===== config.mk =====
export PLATFORM = sky130hd
export DESIGN_NAME = mem_arbiter
export DESIGN_NICKNAME = d
export VERILOG_FILES = /design/src/rtl/mem_arbiter.sv
export SDC_FILE = /design/constraint.sdc
export NUM_CORES = 1
export LEC_CHECK = 0
export CAP_MARGIN = 20
export CORE_AREA = 2 2 108 214
export DETAILED_ROUTE_END_ITERATION = 8
export DIE_AREA = 0 0 110 216
export PLACE_DENSITY = 0.53
export SKIP_CTS_REPAIR_TIMING = 1
export SLEW_MARGIN = 10
export SYNTH_ARGS = -nofsm -noshare
export SYNTH_HDL_FRONTEND = slang
export SYNTH_SLANG_ARGS = --single-unit

===== constraint.sdc =====
create_clock -name clk_i -period 2.3 [get_ports clk_i]
set_input_delay 0.46 -clock clk_i [delete_from_list [all_inputs] [get_ports clk_i]]
set_output_delay 0.46 -clock clk_i [all_outputs]
set_load 0.01 [all_outputs]

===== src/rtl/mem_arbiter.sv =====
// Two-port round-robin arbiter and sequencer for a negedge-clocked 1Kx32 BRAM.
// Port I is instruction fetch (read only); port D is load/store, with
// read-modify-write for partial-word stores.
//
// Handshake: a requester raises req with stable addr/we/be/wdata and holds
// them until its ack pulses for exactly one cycle; in the cycle after ack it
// either drops req or presents the next request. A port whose ack is high
// this cycle is not eligible, so a retiring request is never granted twice.
module mem_arbiter #(
  parameter int WORDS      = 10,
  parameter int DATA_WIDTH = 32
) (
  input  logic                    clk_i,
  input  logic                    reset_ni,
  input  logic                    i_req_i,
  input  logic [WORDS+1:0]        i_addr_i,
  output logic                    i_ack_o,
  output logic [DATA_WIDTH-1:0]   i_rdata_o,
  input  logic                    d_req_i,
  input  logic                    d_we_i,
  input  logic [DATA_WIDTH/8-1:0] d_be_i,
  input  logic [WORDS+1:0]        d_addr_i,
  input  logic [DATA_WIDTH-1:0]   d_wdata_i,
  output logic                    d_ack_o,
  output logic [DATA_WIDTH-1:0]   d_rdata_o,
  output logic                    busy_o,
  output logic [WORDS-1:0]        mem_addr_o,
  output logic [DATA_WIDTH-1:0]   mem_data_o,
  output logic                    mem_rd_no,
  output logic                    mem_wr_no,
  input  logic [DATA_WIDTH-1:0]   mem_data_i
);

  localparam int BE_W = DATA_WIDTH / 8;

  typedef enum logic [2:0] {
    IDLE   = 3'd0,
    READ   = 3'd1,
    WRITE  = 3'd2,
    RMW_RD = 3'd3,
    RMW_WR = 3'd4
  } state_t;

  state_t                state, state_nx;
  logic                  last_grant_d, last_grant_d_nx;  // 1: D was granted last
  logic                  gnt_d, gnt_d_nx;                // owner of the current access
  logic                  zero_pend, zero_pend_nx;        // be==0 store awaiting its ack
  logic [BE_W-1:0]       be_q, be_nx;
  logic [DATA_WIDTH-1:0] wdata_q, wdata_nx;
  logic [WORDS-1:0]      mem_addr_nx;
  logic [DATA_WIDTH-1:0] mem_data_nx;
  logic                  mem_rd_n_nx, mem_wr_n_nx;
  logic                  i_ack_nx, d_ack_nx;
  logic [DATA_WIDTH-1:0] i_rdata_nx, d_rdata_nx;
  logic [DATA_WIDTH-1:0] merged;
  logic                  i_elig, d_elig, pick_d;

  // Byte addressing bits [1:0] are deliberately ignored.
  logic unused_addr_bits;
  assign unused_addr_bits = ^{i_addr_i[1:0], d_addr_i[1:0]};

  assign busy_o = (state != IDLE);

  // Byte-lane merge of the store data over the word just read back.
  always_comb begin
    merged = mem_data_i;
    for (int b = 0; b < BE_W; b++) begin
      if (be_q[b]) merged[8*b +: 8] = wdata_q[8*b +: 8];
    end
  end

  // Eligibility and round-robin choice; D wins only if I is not eligible
  // or I was the last port granted.
  always_comb begin
    i_elig = i_req_i & ~i_ack_o;
    d_elig = d_req_i & ~d_ack_o & ~zero_pend;
    pick_d = d_elig & (~i_elig | ~last_grant_d);
  end

  // Next-state and registered-output logic; strobes default inactive.
  always_comb begin
    state_nx        = state;
    last_grant_d_nx = last_grant_d;
    gnt_d_nx        = gnt_d;
    zero_pend_nx    = 1'b0;
    be_nx           = be_q;
    wdata_nx        = wdata_q;
    mem_addr_nx     = mem_addr_o;
    mem_data_nx     = mem_data_o;
    mem_rd_n_nx     = 1'b1;
    mem_wr_n_nx     = 1'b1;
    i_ack_nx        = 1'b0;
    d_ack_nx        = zero_pend;
    i_rdata_nx      = i_rdata_o;
    d_rdata_nx      = d_rdata_o;

    unique case (state)
      IDLE: begin
        if (i_elig | d_elig) begin
          last_grant_d_nx = pick_d;
          gnt_d_nx        = pick_d;
          if (!pick_d) begin
            mem_addr_nx = i_addr_i[WORDS+1:2];
            mem_rd_n_nx = 1'b0;
            state_nx    = READ;
          end else if (!d_we_i) begin
            mem_addr_nx = d_addr_i[WORDS+1:2];
            mem_rd_n_nx = 1'b0;
            state_nx    = READ;
          end else if (&d_be_i) begin
            mem_addr_nx = d_addr_i[WORDS+1:2];
            mem_data_nx = d_wdata_i;
            mem_wr_n_nx = 1'b0;
            state_nx    = WRITE;
          end else if (|d_be_i) begin
            mem_addr_nx = d_addr_i[WORDS+1:2];
            be_nx       = d_be_i;
            wdata_nx    = d_wdata_i;
            mem_rd_n_nx = 1'b0;
            state_nx    = RMW_RD;
          end else begin
            zero_pend_nx = 1'b1;
          end
        end
      end
      READ: begin
        if (gnt_d) begin
          d_rdata_nx = mem_data_i;
          d_ack_nx   = 1'b1;
        end else begin
          i_rdata_nx = mem_data_i;
          i_ack_nx   = 1'b1;
        end
        state_nx = IDLE;
      end
      WRITE: begin
        d_ack_nx = 1'b1;
        state_nx = IDLE;
      end
      RMW_RD: begin
        mem_data_nx = merged;
        mem_wr_n_nx = 1'b0;
        state_nx    = RMW_WR;
      end
      RMW_WR: begin
        d_ack_nx = 1'b1;
        state_nx = IDLE;
      end
      default: state_nx = IDLE;
    endcase
  end

  // State and output registers; reset forces both strobes inactive at once.
  always_ff @(posedge clk_i or negedge reset_ni) begin
    if (!reset_ni) begin
      state        <= IDLE;
      last_grant_d <= 1'b1;
      gnt_d        <= 1'b0;
      zero_pend    <= 1'b0;
      be_q         <= '0;
      wdata_q      <= '0;
      mem_addr_o   <= '0;
      mem_data_o   <= '0;
      mem_rd_no    <= 1'b1;
      mem_wr_no    <= 1'b1;
      i_ack_o      <= 1'b0;
      d_ack_o      <= 1'b0;
      i_rdata_o    <= '0;
      d_rdata_o    <= '0;
    end else begin
      state        <= state_nx;
      last_grant_d <= last_grant_d_nx;
      gnt_d        <= gnt_d_nx;
      zero_pend    <= zero_pend_nx;
      be_q         <= be_nx;
      wdata_q      <= wdata_nx;
      mem_addr_o   <= mem_addr_nx;
      mem_data_o   <= mem_data_nx;
      mem_rd_no    <= mem_rd_n_nx;
      mem_wr_no    <= mem_wr_n_nx;
      i_ack_o      <= i_ack_nx;
      d_ack_o      <= d_ack_nx;
      i_rdata_o    <= i_rdata_nx;
      d_rdata_o    <= d_rdata_nx;
    end
  end

endmodule


* Word-level counts from Yosys, hierarchy flattened
Index checks and enable logic that the tools add are counted.
** Word-level totals
- Word-level logic and storage cells :: 89
- Output and inout bits :: 111
- Bits of input ports :: 97
- Register bits :: 152
** Operators by class
- Bitwise gates (word level) :: 13
- Reduce and logical (&&, ||, !) cells :: 13
- Multiplexer cells :: 39
- Eq/ne operators :: 10
** Operators by type and width (count)
- 32-bit two-way mux :: 4
- 32-bit one-hot mux with 2 select lines :: 1
- 10-bit two-way mux :: 4
- 8-bit two-way mux :: 4
- 1-bit two-way mux :: 18
- 3-bit two-way mux :: 5
- 2-bit inequality test (second input constant) :: 4
- 2-bit AND reduction :: 4
- 1-bit NOT :: 7
- 3-bit by 2-bit == test with 1-bit output (second input constant) :: 2
- 3-bit one-hot mux with 2 select lines :: 1
- 6-bit AND reduction :: 1
- 5-bit inequality test (second input constant) :: 1
- 5-bit AND reduction :: 1
- 1-bit AND :: 4
- 4-bit by 2-bit inequality test with 1-bit output (second input constant) :: 1
- 1-bit one-hot mux with 2 select lines :: 2
- 4-bit AND reduction :: 1
- 4-bit OR reduction :: 1
- 3-bit by 1-bit == test with 1-bit output (second input constant) :: 1
- 3-bit == test (second input constant) :: 1
- 3-bit logical NOT :: 1
- 3-bit AND reduction :: 1
- 3-bit nonzero test :: 1
- other kinds (3) :: 4

* Logic depth before layout (Yosys ltp)
- Depth after elaboration :: 8
- Gate-level depth with buffers :: 6
- Depth with buffers taken out :: 4

* Worst setup path after synthesis
OpenSTA, ideal clock, no wires.
- Path type :: register to register
- Start point :: register state[2]
- End point :: register mem_data_o[0]
- Clock period less this slack :: 1.991 ns
- Arrival :: 1.866 ns
- Slack :: 0.309 ns
- Data required time :: 2.175 ns
- Setup time :: 0.125 ns
- Path buffers :: 2
- Cell stages (with the launch flop) :: 7
- Cells stage by stage :: dfrtp_1 or3_1 buf_2 o21bai_4 a21oi_4 buf_6 mux2_2
** Between the ends
- Longest elaborated chain between the ends :: 3
- Elaborated cells between the ends (all ways) :: 9
- Classes of those cells :: eq/ne (5); mux (1); reduce/logical (3)
** Ends and longest elaborated chain
- start: declaration :: RTL line 44 : state_t state, state_nx;
- start signal: assignment :: RTL line 171 : state <= state_nx;
- 3-bit by 2-bit == test with 1-bit output / 3-bit logical NOT (equally long branches) :: RTL line 97 : unique case (state)
- 2-bit nonzero test (no line) / 2-bit inequality test (equally long branches)
- 5-bit AND reduction (no line)
- end signal: assignment :: RTL line 178 : mem_data_o <= mem_data_nx;
- end: declaration :: RTL line 28 : output logic [DATA_WIDTH-1:0] mem_data_o,
Several ways; a longest one is shown, not always the timed one.
A chain may end at the register's enable or synchronous reset.

* Worst setup path after layout
- Start point :: input d_be_i[1]
- End point :: register wdata_q[25]
** Between the ends
- Longest elaborated chain between the ends :: 3
- Elaborated cells between the ends (all ways) :: 4
- Classes of those cells :: bitwise (1); reduce/logical (3)
** Ends and longest elaborated chain
- start: declaration :: RTL line 21 : input logic [DATA_WIDTH/8-1:0] d_be_i,
- 4-bit AND reduction :: RTL line 110 : end else if (&d_be_i) begin
- 1-bit NOT (no line)
- 6-bit AND reduction (no line) (*)
- end signal: assignment :: RTL line 176 : wdata_q <= wdata_nx;
- end: declaration :: RTL line 49 : logic [DATA_WIDTH-1:0] wdata_q, wdata_nx;
Every way passes the cells marked *; elsewhere a longest branch is shown, timed or not.

==> results.py <==
metrics = {
    "outcome": {
        "outcome": "finished clean",
    },
    "grt": {
        "grt_pass1_wl_um": 28570,
        "grt_pass1_vias": 4963,
        "grt-ovfl-total": 0,
        "track_usage_pct": 16.42,
        "grt_max_degree": 55,
        "antenna_found_initial": 1,
    },
    "floorplan": {
        "start_util_pct": 29.67,
        "die-area_mm2": 0.02376,
        "io_pins": 208,
        "fp.dieH_um": 216,
        "core_area_mm2": 0.02206,
        "core.rowCount": 77,
        "die_w_um": 110,
    },
    "hold_path": {
        "hold_path_class": "reg2reg",
        "min_to": "last_grant_d",
        "holdPathStages": 2,
        "worstHoldStart": "last_grant_d",
    },
    "synth": {
        "synth_area_per_cell_um2": 14.23,
        "synth_cells": 460,
        "yosysTopAreaCell": "dfrtp_1",
        "yosys_register_bits": 152,
        "synth_area_leaders": "dfrtp_1, mux2_2, mux2i_1, o21ai_0, nand2_1",
        "yosysSeqAreaShare_pct": 58.16,
        "yosysWarnings": 0,
        "synth_top_area_share_pct": 56.96,
        "mappedNetlistNets": 557,
        "syn_area_mm2": 0.006546,
        "synthDistinctLibCells": 30,
    },
    "timing": {
        "whs_ns": 0.4905,
        "timing.final.crit_period_ns": 2.013,
        "final_max_slew_viol_count": 0,
        "setup_viol_count_final": 0,
        "fmax_mhz": 496.8,
        "hold_violations": 0,
        "slew_headroom_pct": 61.18,
        "period_share_pct": 87.52,
        "tns_ns": 0,
        "rsz0062_at_grt": "no",
        "worstMarginPinSlew_ns": 0.5824,
        "skew_ns": 0.01196,
    },
    "drt": {
        "first_pass_iters": 4,
        "routedWlPerCell_um": 19.11,
        "wl_um": 18500,
        "antenna_left": 0,
        "route.detailed.drc": 0,
        "drtIter0Drc": 109,
        "num_vias": 4491,
        "via_per_inst": 4.639,
    },
    "setup_path": {
        "crit_type": "in2reg",
        "cp_data_required_time_ns": 2.61,
        "reg2regPathDepth": 5,
        "critical-path-slowest-cell": "or4_1",
        "rr_startpoint": "state[0]",
        "rr_endpoint": "mem_data_o[26]",
        "cp_max_fo": 20,
        "crit_path_max_incr_delay_ns": 0.66,
        "ff2ff_setup_slack_ns": 0.30,
        "crit_chain": "clkdlybuf4s50_1 > or4_1 > nand2b_1 > nor3_4 > buf_12 > mux2_1",
        "cp-end-kind": "register",
        "cp-start-kind": "input port",
        "cp.arrival_ns": 2.32,
    },
    "clock_tree": {
        "clk_pin_slew_worst_paths_ns": 0.06,
        "clock_path_buffers": 2,
        "cts_tree": "done",
        "cts_buffers": 17,
        "cts-root-buf": "clkbuf_16",
        "h-tree-depth": 4,
        "cts.sinks": 152,
        "clock_latency_ns": 0.43,
    },
    "cells_and_area": {
        "final_util_pct": 44.09,
        "layout.cells.non_filler": 968,
        "final_net_count": 775,
        "area_growth_pct": 48.60,
        "drive_gt1_share_pct": 30.68,
    },
    "power_and_ir_drop": {
        "power_density_mw_per_mm2": 1448,
        "leakage_nw": 4.090,
        "p_total_mw": 14.09,
        "vdd_ir_drop_max_v": 0.0008113,
    },
    "placement": {
        "placed_cells": 934,
        "io_buffers": 203,
        "place_congestion": 0.7396,
        "hpwl_um": 13540,
    },
    "run": {
        "drv_cap": 0,
    },
}
worst max-delay path by stage:
stage | from | endpoint | slack, ns | depth (start not counted)
floorplan | state[2] | mem_data_o[0] | 0.31 | 6
global placement | d_be_i[1] | be_q[0] | -0.17 | 6
detailed placement | d_be_i[0] | wdata_q[25] | -0.18 | 6
CTS | state[0] | busy_o | -0.10 | 2
global route | state[2] | mem_data_o[0] | 0.18 | 5
finish | d_be_i[1] | wdata_q[25] | 0.29 | 6
kinds of logic (layout without fill, tap and decap cells):
| group | count (synthesis) | in the layout | synth area share [%] |
|---|---|---|---|
| simple gates | 52 | 52 | 4.186 |
| flops | 152 | 152 | 58.16 |
| other cells | 0 | 1 | 0 |
| mux | 185 | 185 | 31.21 |
| buf+inv | 30 | 261 | 2.657 |
| compound gates | 41 | 41 | 3.785 |
metrics by stage:
stage | worst slack (ns) | area, µm²
after global placement | -0.1698 | 9051
after detailed placement | -0.1813 | 9051
after global routing | 0.1826 | 9728
after CTS | -0.1018 | 9708
final | 0.2870 | 9728
after floorplan | 0.3092 | 6546
metal layers:
| layer | wire [µm] | part of all wire [%] | vias up | GRT usage, % |
|---|---|---|---|---|
| met5 | 0 | 0 | - | 0 |
| met4 | 401 | 2.2 | 0 | 6.498 |
| met3 | 854 | 4.6 | 19 | 4.228 |
| met2 | 11000 | 59 | 125 | 31.29 |
| met1 | 6235 | 34 | 2286 | 16.15 |
| li1 | - | - | 2061 | - |
cell type report:
| cell class | instances | area (µm²) |
|---|---|---|
| Clock inverter | 10 | 202.7 |
| Sequential cell | 152 | 3807 |
| Multi-Input combinational cell | 278 | 2594 |
| Fill cell | 2109 | 12330 |
| Tap cell | 276 | 345.3 |
| Timing Repair Buffer | 226 | 2311 |
| Antenna cell | 1 | 2.502 |
| Inverter | 3 | 11.26 |
| Clock buffer | 22 | 454.2 |
cells in the final DEF, fill, tap and decap left out, types with 6 or more instances in the layout:
cell type and instances:
clkdlybuf4s50_1 201, mux2_2 149, dfrtp_1 149, nand2_1 36, o21ai_0 35, mux2i_1 32, clkbuf_16 17, buf_4 14
buf_12 8, bufinv_16 6
worst max-delay path: cells and delay by family:
family                 cells  cell delay [ns]
and+or+nand+nor            3             0.93
buffers and inverters      2             0.60
muxes                      1             0.31
synth_stat cells:
library cell,number
dfrtp_1,149
buf_1,1
dfstp_2,3
buf_6,7
o21bai_4,2
nand2_1,36
nand2b_1,1
mux2_2,149
or3_1,1
or4_1,1
nor4bb_1,1
inv_1,3
mux2_1,4
nor2_1,2
and4_1,1
o21ai_0,35
nor3_4,1
mux2i_1,32
buf_2,7
nand3b_1,2
and3_1,1
nor3_1,1
nor4b_2,1
a21oi_1,2
nand3_2,1
clkbuf_1,12
a21oi_4,1
nor2b_1,1
nor3b_4,1
a41oi_1,1
power breakdown:
group          total (mW)  switching, mW  internal, mW
clock                3.13           1.07          2.06
combinational        6.04           2.25          3.79
sequential           4.92          0.860          4.06
total                14.1           4.18          9.91
flip-flops by register name, summed over array words and instances, names as in the netlist, 3 cells and up:
name / count
d_rdata_o: 32
mem_addr_o: 10
be_q: 4
wdata_q: 32
state: 3
i_rdata_o: 32
mem_data_o: 32
Power figures use the tool's default switching activity.
